$ cat src/rtl/fpu_div.sv
`timescale 1ns/1ps
// fpu_div: multi-cycle restoring divider for binary16/binary32 operands with FPU-style NZCV flags.
// Latency is fixed at M+4 edges from start acceptance to done, special cases included.
module fpu_div (
    input  logic        clk,
    input  logic        reset,
    input  logic        start,
    input  logic        Precision,
    input  logic [31:0] a,
    input  logic [31:0] b,
    output logic        busy,
    output logic        done,
    output logic [31:0] Result,
    output logic [3:0]  FPUFlags
);
    typedef enum logic [1:0] {S_IDLE, S_UNPACK, S_DIVIDE, S_PACK} state_t;

    state_t            r_state;
    state_t            w_next;
    logic              w_busy, w_accept, w_unpack, w_divide, w_pack;

    logic              r_prec;
    logic [31:0]       r_a, r_b;
    logic              r_sign, r_nan, r_inf, r_zero;
    logic signed [9:0] r_ed;
    logic [23:0]       r_mb;
    logic [25:0]       r_rem;
    logic [24:0]       r_q;
    logic [4:0]        r_cnt;
    logic              r_done;
    logic [31:0]       r_result;
    logic [3:0]        r_flags;

    always_ff @(posedge clk or negedge reset) begin
        if (!reset) r_state <= S_IDLE;
        else        r_state <= w_next;
    end

    always_comb begin
        w_next = r_state;
        case (r_state)
            S_IDLE:   if (start) w_next = S_UNPACK;
            S_UNPACK: w_next = S_DIVIDE;
            S_DIVIDE: if (r_cnt == 5'd0) w_next = S_PACK;
            S_PACK:   w_next = S_IDLE;
            default:  w_next = S_IDLE;
        endcase
    end

    always_comb begin
        w_busy   = (r_state != S_IDLE);
        w_accept = (r_state == S_IDLE) && start;
        w_unpack = (r_state == S_UNPACK);
        w_divide = (r_state == S_DIVIDE);
        w_pack   = (r_state == S_PACK);
    end

    // Operand field extraction; half operands are widened into the single-precision layout
    logic              w_sa, w_sb, w_ea_zero, w_eb_zero, w_ea_max, w_eb_max;
    logic [7:0]        w_ea, w_eb;
    logic [23:0]       w_ma, w_mb;
    logic signed [9:0] w_ed;

    always_comb begin
        if (r_prec) begin
            w_sa     = r_a[31];
            w_ea     = r_a[30:23];
            w_ma     = {1'b1, r_a[22:0]};
            w_ea_max = &r_a[30:23];
            w_sb     = r_b[31];
            w_eb     = r_b[30:23];
            w_mb     = {1'b1, r_b[22:0]};
            w_eb_max = &r_b[30:23];
        end else begin
            w_sa     = r_a[15];
            w_ea     = {3'b000, r_a[14:10]};
            w_ma     = {13'd0, 1'b1, r_a[9:0]};
            w_ea_max = &r_a[14:10];
            w_sb     = r_b[15];
            w_eb     = {3'b000, r_b[14:10]};
            w_mb     = {13'd0, 1'b1, r_b[9:0]};
            w_eb_max = &r_b[14:10];
        end
        w_ea_zero = (w_ea == 8'd0);
        w_eb_zero = (w_eb == 8'd0);
        w_ed      = $signed({2'b00, w_ea}) - $signed({2'b00, w_eb})
                  + (r_prec ? 10'sd127 : 10'sd15);
    end

    logic              w_ge;
    logic [25:0]       w_diff;

    assign w_ge   = (r_rem >= {2'b00, r_mb});
    assign w_diff = r_rem - {2'b00, r_mb};

    always_ff @(posedge clk) begin
        if (w_accept) begin
            r_a    <= a;
            r_b    <= b;
            r_prec <= Precision;
        end
        if (w_unpack) begin
            r_sign <= w_sa ^ w_sb;
            r_nan  <= w_ea_max | w_eb_max | (w_ea_zero & w_eb_zero);
            r_inf  <= w_eb_zero & ~w_ea_zero;
            r_zero <= w_ea_zero & ~w_eb_zero;
            r_ed   <= w_ed;
            r_mb   <= w_mb;
            r_rem  <= {2'b00, w_ma};
            r_q    <= '0;
            r_cnt  <= r_prec ? 5'd24 : 5'd11;
        end
        if (w_divide) begin
            r_rem <= (w_ge ? w_diff : r_rem) << 1;
            r_q   <= {r_q[23:0], w_ge};
            r_cnt <= r_cnt - 5'd1;
        end
    end

    // Normalisation, range checks and special-case priority
    logic              w_qtop, w_ovf, w_unf, w_v, w_n, w_z;
    logic [22:0]       w_mant;
    logic signed [9:0] w_exp, w_emax;
    logic [31:0]       w_res;

    always_comb begin
        if (r_prec) begin
            w_qtop = r_q[24];
            w_mant = w_qtop ? r_q[23:1] : r_q[22:0];
            w_emax = 10'sd255;
        end else begin
            w_qtop = r_q[11];
            w_mant = {13'd0, (w_qtop ? r_q[10:1] : r_q[9:0])};
            w_emax = 10'sd31;
        end
        w_exp = w_qtop ? r_ed : (r_ed - 10'sd1);
        w_ovf = (w_exp >= w_emax);
        w_unf = (w_exp <= 10'sd0);
        w_v   = 1'b0;
        if (r_nan) begin
            w_res = r_prec ? 32'h7FC0_0000 : 32'h0000_7E00;
            w_v   = 1'b1;
        end else if (r_inf) begin
            w_res = r_prec ? {r_sign, 8'hFF, 23'd0} : {16'd0, r_sign, 5'h1F, 10'd0};
            w_v   = 1'b1;
        end else if (r_zero) begin
            w_res = r_prec ? {r_sign, 31'd0} : {16'd0, r_sign, 15'd0};
        end else if (w_ovf) begin
            w_res = r_prec ? {r_sign, 8'hFF, 23'd0} : {16'd0, r_sign, 5'h1F, 10'd0};
            w_v   = 1'b1;
        end else if (w_unf) begin
            w_res = r_prec ? {r_sign, 31'd0} : {16'd0, r_sign, 15'd0};
        end else begin
            w_res = r_prec ? {r_sign, w_exp[7:0], w_mant}
                           : {16'd0, r_sign, w_exp[4:0], w_mant[9:0]};
        end
        w_n = r_prec ? w_res[31] : w_res[15];
        w_z = r_prec ? (w_res[30:0] == 31'd0) : (w_res[14:0] == 15'd0);
    end

    always_ff @(posedge clk or negedge reset) begin
        if (!reset) begin
            r_done   <= 1'b0;
            r_result <= '0;
            r_flags  <= '0;
        end else begin
            r_done <= w_pack;
            if (w_pack) begin
                r_result <= w_res;
                r_flags  <= {w_n, w_z, 1'b0, w_v};
            end
        end
    end

    assign busy     = w_busy;
    assign done     = r_done;
    assign Result   = r_result;
    assign FPUFlags = r_flags;
endmodule

$ cat config.mk
export PLATFORM = sky130hd
export DESIGN_NAME = fpu_div
export DESIGN_NICKNAME = d
export VERILOG_FILES = /design/src/rtl/fpu_div.sv
export SDC_FILE = /design/constraint.sdc
export NUM_CORES = 1
export LEC_CHECK = 0
export CAP_MARGIN = 20
export CELL_PAD_IN_SITES_DETAIL_PLACEMENT = 1
export CELL_PAD_IN_SITES_GLOBAL_PLACEMENT = 2
export CORE_MARGIN = 4
export CORE_UTILIZATION = 41
export CTS_BUF_LIST = sky130_fd_sc_hd__clkbuf_16
export DETAILED_ROUTE_END_ITERATION = 6
export PLACE_DENSITY_LB_ADDON = 0.1
export SKIP_LAST_GASP = 1
export SLEW_MARGIN = 20
export SYNTH_ARGS = -nofsm -noshare
export SYNTH_HDL_FRONTEND = slang
export SYNTH_SLANG_ARGS = --single-unit
$ cat constraint.sdc
create_clock -name clk -period 7.22 [get_ports clk]
set_clock_uncertainty 0.2 [all_clocks]
set_input_delay 1.444 -clock clk [delete_from_list [all_inputs] [get_ports clk]]
set_output_delay 1.444 -clock clk [all_outputs]
set_load 0.02 [all_outputs]
==> key figures <==
GRT
  • Remaining global-route overflow: 0
  • Wire length of the first global-routing pass: 40600 um
  • All-Layer GR Usage: 17.9%
  • Via count of the first global-routing pass: 7456
  • Maximum number of pins on one net before global-route repair: 66
  • Antenna violations before repair: 0

Synthesis
  • Proportion of synthesized flip-flops having asynchronous set or reset: 19.3%
  • Sequential area share after synthesis: 55.4%
  • Cell accounting for the most synthesized area: sky130_fd_sc_hd__edfxtp_1
  • Yosys synthesis warning count: 0
  • Synth Area per Inst: 11.4 um^2
  • Largest cells by area after synthesis: sky130_fd_sc_hd__edfxtp_1, sky130_fd_sc_hd__dfrtp_1, sky130_fd_sc_hd__ha_1
  • Ys flop type: sky130_fd_sc_hd__edfxtp_1
  • Share of the synthesized area in the top cell type: 46.0%
  • Cell count after synthesis: 903
  • Netlist cell types: 68
  • Net Count, Synth: 1023
  • Number of enable-type register cells in the synthesized netlist: 158
  • Flops & latches, synth: 197
  • Area of the mapped netlist: 0.0103 mm^2

Worst setup path
  • Critical Path RT: 7340 ps
  • Biggest cell delay along the critical path: 710 ps
  • Arrival time at the worst endpoint: 5150 ps
  • CP startpoint kind: flop
  • Critical path type: reg2reg
  • Buffer and inverter count on the worst path: 1
  • Crit path capture type: flop
  • CP Cell Sequence: inv_1 > ha_1 > or3b_2 > or2_2 > nor3_1 > xor2_1 > ha_1 > a21o_1 > a2111oi_4 > o41ai_4 > nor4_4 > o41a_1 > o31ai_1 > a32o_1
  • Cell type group with the largest total delay on the critical path: simple AND/OR/NAND/NOR gates
  • Maximum fanout along the worst path: 14
  • Crit path top cell by count: sky130_fd_sc_hd__ha_1
  • Slowest cell on the critical path: sky130_fd_sc_hd__nor4_4

CTS
  • Clock-pin slew on the worst setup and hold paths: 70 ps
  • Inserted Clock Buffers: 17
  • Buffer type at the clock tree root: sky130_fd_sc_hd__clkbuf_16
  • Number of H-tree levels: 4
  • Later-pin clock latency in the skew report: 430 ps
  • Post-CTS resize count: 0
  • Clock net sink count: 197
  • CTS Hold Buffers Added: 0
  • Max Root-Sink Buffers: 2
  • CTS tree: built
  • Number of setup buffers added after CTS: 0

Route
  • Total routed wirelength: 24500 um
  • Overall via count from detail_route: 7143
  • Final routed wire length divided by cell count: 18.5 um
  • Average vias per placed instance: 5.38
  • Routed Antenna Nets: 0
  • Number of DRC violations after detailed routing: 0
  • DRC marker count from the first detailed-route iteration: 402
  • Total iterations of the first detailed-routing run: 4

STA
  • Min Clock Period, post-route: 5030 ps
  • Final max-slew violation count: 0
  • Final total negative setup slack: 0 ps
  • Least-Margin Pin Slew: 927 ps
  • Setup repair after global routing missed its margin: false
  • Highest clock rate: 199 MHz
  • Tightest slew margin relative to the limit: 38.2%
  • Final setup violation count: 0
  • Count of final hold-check violations: 0
  • Tcrit/Tclk final: 69.6%

Final layout
  • Layout cell share with drive strength beyond 1: 6.57%
  • Fin nets: 1111
  • Most used cells in the layout excluding fill and tap cells: sky130_fd_sc_hd__edfxtp_1, sky130_fd_sc_hd__clkdlybuf4s50_1, sky130_fd_sc_hd__nand2_1
  • Total non-filler cell area in the finished layout: 0.0122 mm^2
  • Number of standard cells in the final layout excluding fillers: 1328
  • Leading cell type in the layout, fill and taps excluded: sky130_fd_sc_hd__edfxtp_1
  • Area overhead of the layout relative to synthesis: 18.5%
  • Fill cell instance count of the final layout: 2616
  • Final antenna diode count: 0

Flow run
  • # Max-Cap Violations: 0

Placed design
  • Half-perimeter wire length of the detailed placement result: 17700 um
  • Placed Instances: 1296
  • Cell Area, Placed: 0.0116 mm^2
  • Gp weighted congestion: 0.792
  • Number of input and output port buffers inserted: 104

Power
  • Tot Pwr: 5.82 mW
  • Leakage power total: 4.58 nW
  • Power density of the placed cells: 476 mW/mm^2
  • Max IR drop VDD: 0.380 mV

Floorplanning
  • Die height: 167 um
  • Horizontal die dimension: 167 um
  • Std-Cell Core Area: 0.0245 mm^2
  • Starting utilization of the core area: 42.0%
  • IO Count: 106
  • Number of rows in the core area: 57
  • Full die area: 0.0278 mm^2

Run status
  • Outcome: complete, no violations

Hold path
  • Path class of the lowest-slack min-delay path: reg2reg
## routing by layer
| layer | GRT usage [%] | part of all wire, % |
|---|---|---|
| met5 | 0 | 0 |
| met4 | 3.84 | 0.79 |
| met3 | 2.73 | 2.6 |
| met2 | 29.3 | 47 |
| met1 | 25.6 | 49 |
## worst paths after layout
kind | start | endpoint | slack [ps] | cells past startpoint
setup / recovery | r_ed[0] | FPUFlags[2] | 2190 | 14
hold / removal | r_b[4] | r_mb[4] | 220 | 0
setup reg to reg | r_ed[0] | FPUFlags[2] | 2190 | 14
hold reg to reg | r_b[4] | r_mb[4] | 220 | 0
max in group asynchronous | reset | Result[25] | 5290 | 1
min in group asynchronous | reset | r_state[0] | 950 | 1
## flip-flops by register name, summed over array words and instances (netlist names), 2 cells and up
name	flops
Result	32
r_cnt	5
r_ed	10
r_a	32
r_b	32
r_mb	24
r_rem	26
r_q	25
r_state	2
FPUFlags	3
## power by group
| group | switching (mW) | leakage [nW] | internal, mW |
|---|---|---|---|
| logic | 1.67 | 2.28 | 1.10 |
| clock network | 0.447 | 0.279 | 0.486 |
| registers | 0.299 | 2.02 | 1.82 |
| total | 2.42 | 4.58 | 3.40 |
## synthesized netlist by cell type, drive strengths merged, types with 3 or more instances
cell	n
inv	52
ha	50
nor2	45
a2111oi	3
o41ai	3
mux2	8
o31a	3
o31ai	6
a211oi	3
xor2	21
nand4	9
a21oi	58
nor2b	11
a22o	18
buf	14
a31oi	17
a21o	9
xnor2	28
and2	46
mux2i	18
or2	5
a32oi	5
or3	4
o211ai	5
nor3	15
o2bb2ai	13
o21ai	50
dfrtp	38
clkbuf	29
nand2b	10
o21bai	3
edfxtp	158
nand2	78
a32o	10
a21boi	4
o311ai	3
o21a	3
nand3	13
nor4	8
or4	3
## worst register-to-register path, stage by stage (launching register included)
cell	delay, ps
sky130_fd_sc_hd__edfxtp_1	530
sky130_fd_sc_hd__inv_1	150
sky130_fd_sc_hd__ha_1	340
sky130_fd_sc_hd__or3b_2	500
sky130_fd_sc_hd__or2_2	310
sky130_fd_sc_hd__nor3_1	180
sky130_fd_sc_hd__xor2_1	230
sky130_fd_sc_hd__ha_1	280
sky130_fd_sc_hd__a21o_1	210
sky130_fd_sc_hd__a2111oi_4	480
sky130_fd_sc_hd__o41ai_4	210
sky130_fd_sc_hd__nor4_4	710
sky130_fd_sc_hd__o41a_1	270
sky130_fd_sc_hd__o31ai_1	60
sky130_fd_sc_hd__a32o_1	280
## cell families after synthesis
family / count (synthesis) / synth area share, %
buffers and inverters: 96 / 3.72
AND/OR/NAND/NOR: 256 / 12.6
flip-flops: 197 / 55.4
other: 1 / 0.0364
AO/OA/AOI/OAI: 226 / 15.0
XOR/XNOR: 49 / 4.16
multiplexers: 26 / 2.62
adder cells (fa/ha/maj): 52 / 6.45
## area by class of cell
cell class,count,area [um^2],area share (%)
flip-flops and latches,197,5720,46.8
multi-input cells,610,4230,34.6
repair buffers,112,1100,8.97
clock buffers,17,425,3.48
well taps,324,405,3.32
inverters,53,199,1.63
clock inverters,15,145,1.19
## per-stage QoR
step           utilization, %  hold WS (ps)  setup WS, ps
2_1_floorplan               -           200          2920
3_3_place_gp             47.5           202          2230
3_5_place_dp             47.5           206          2150
4_1_cts                  49.8           226          2150
5_1_grt                  49.8           229          1810
6_report                 49.8           224          2190
(Power assumes the default switching activity.)
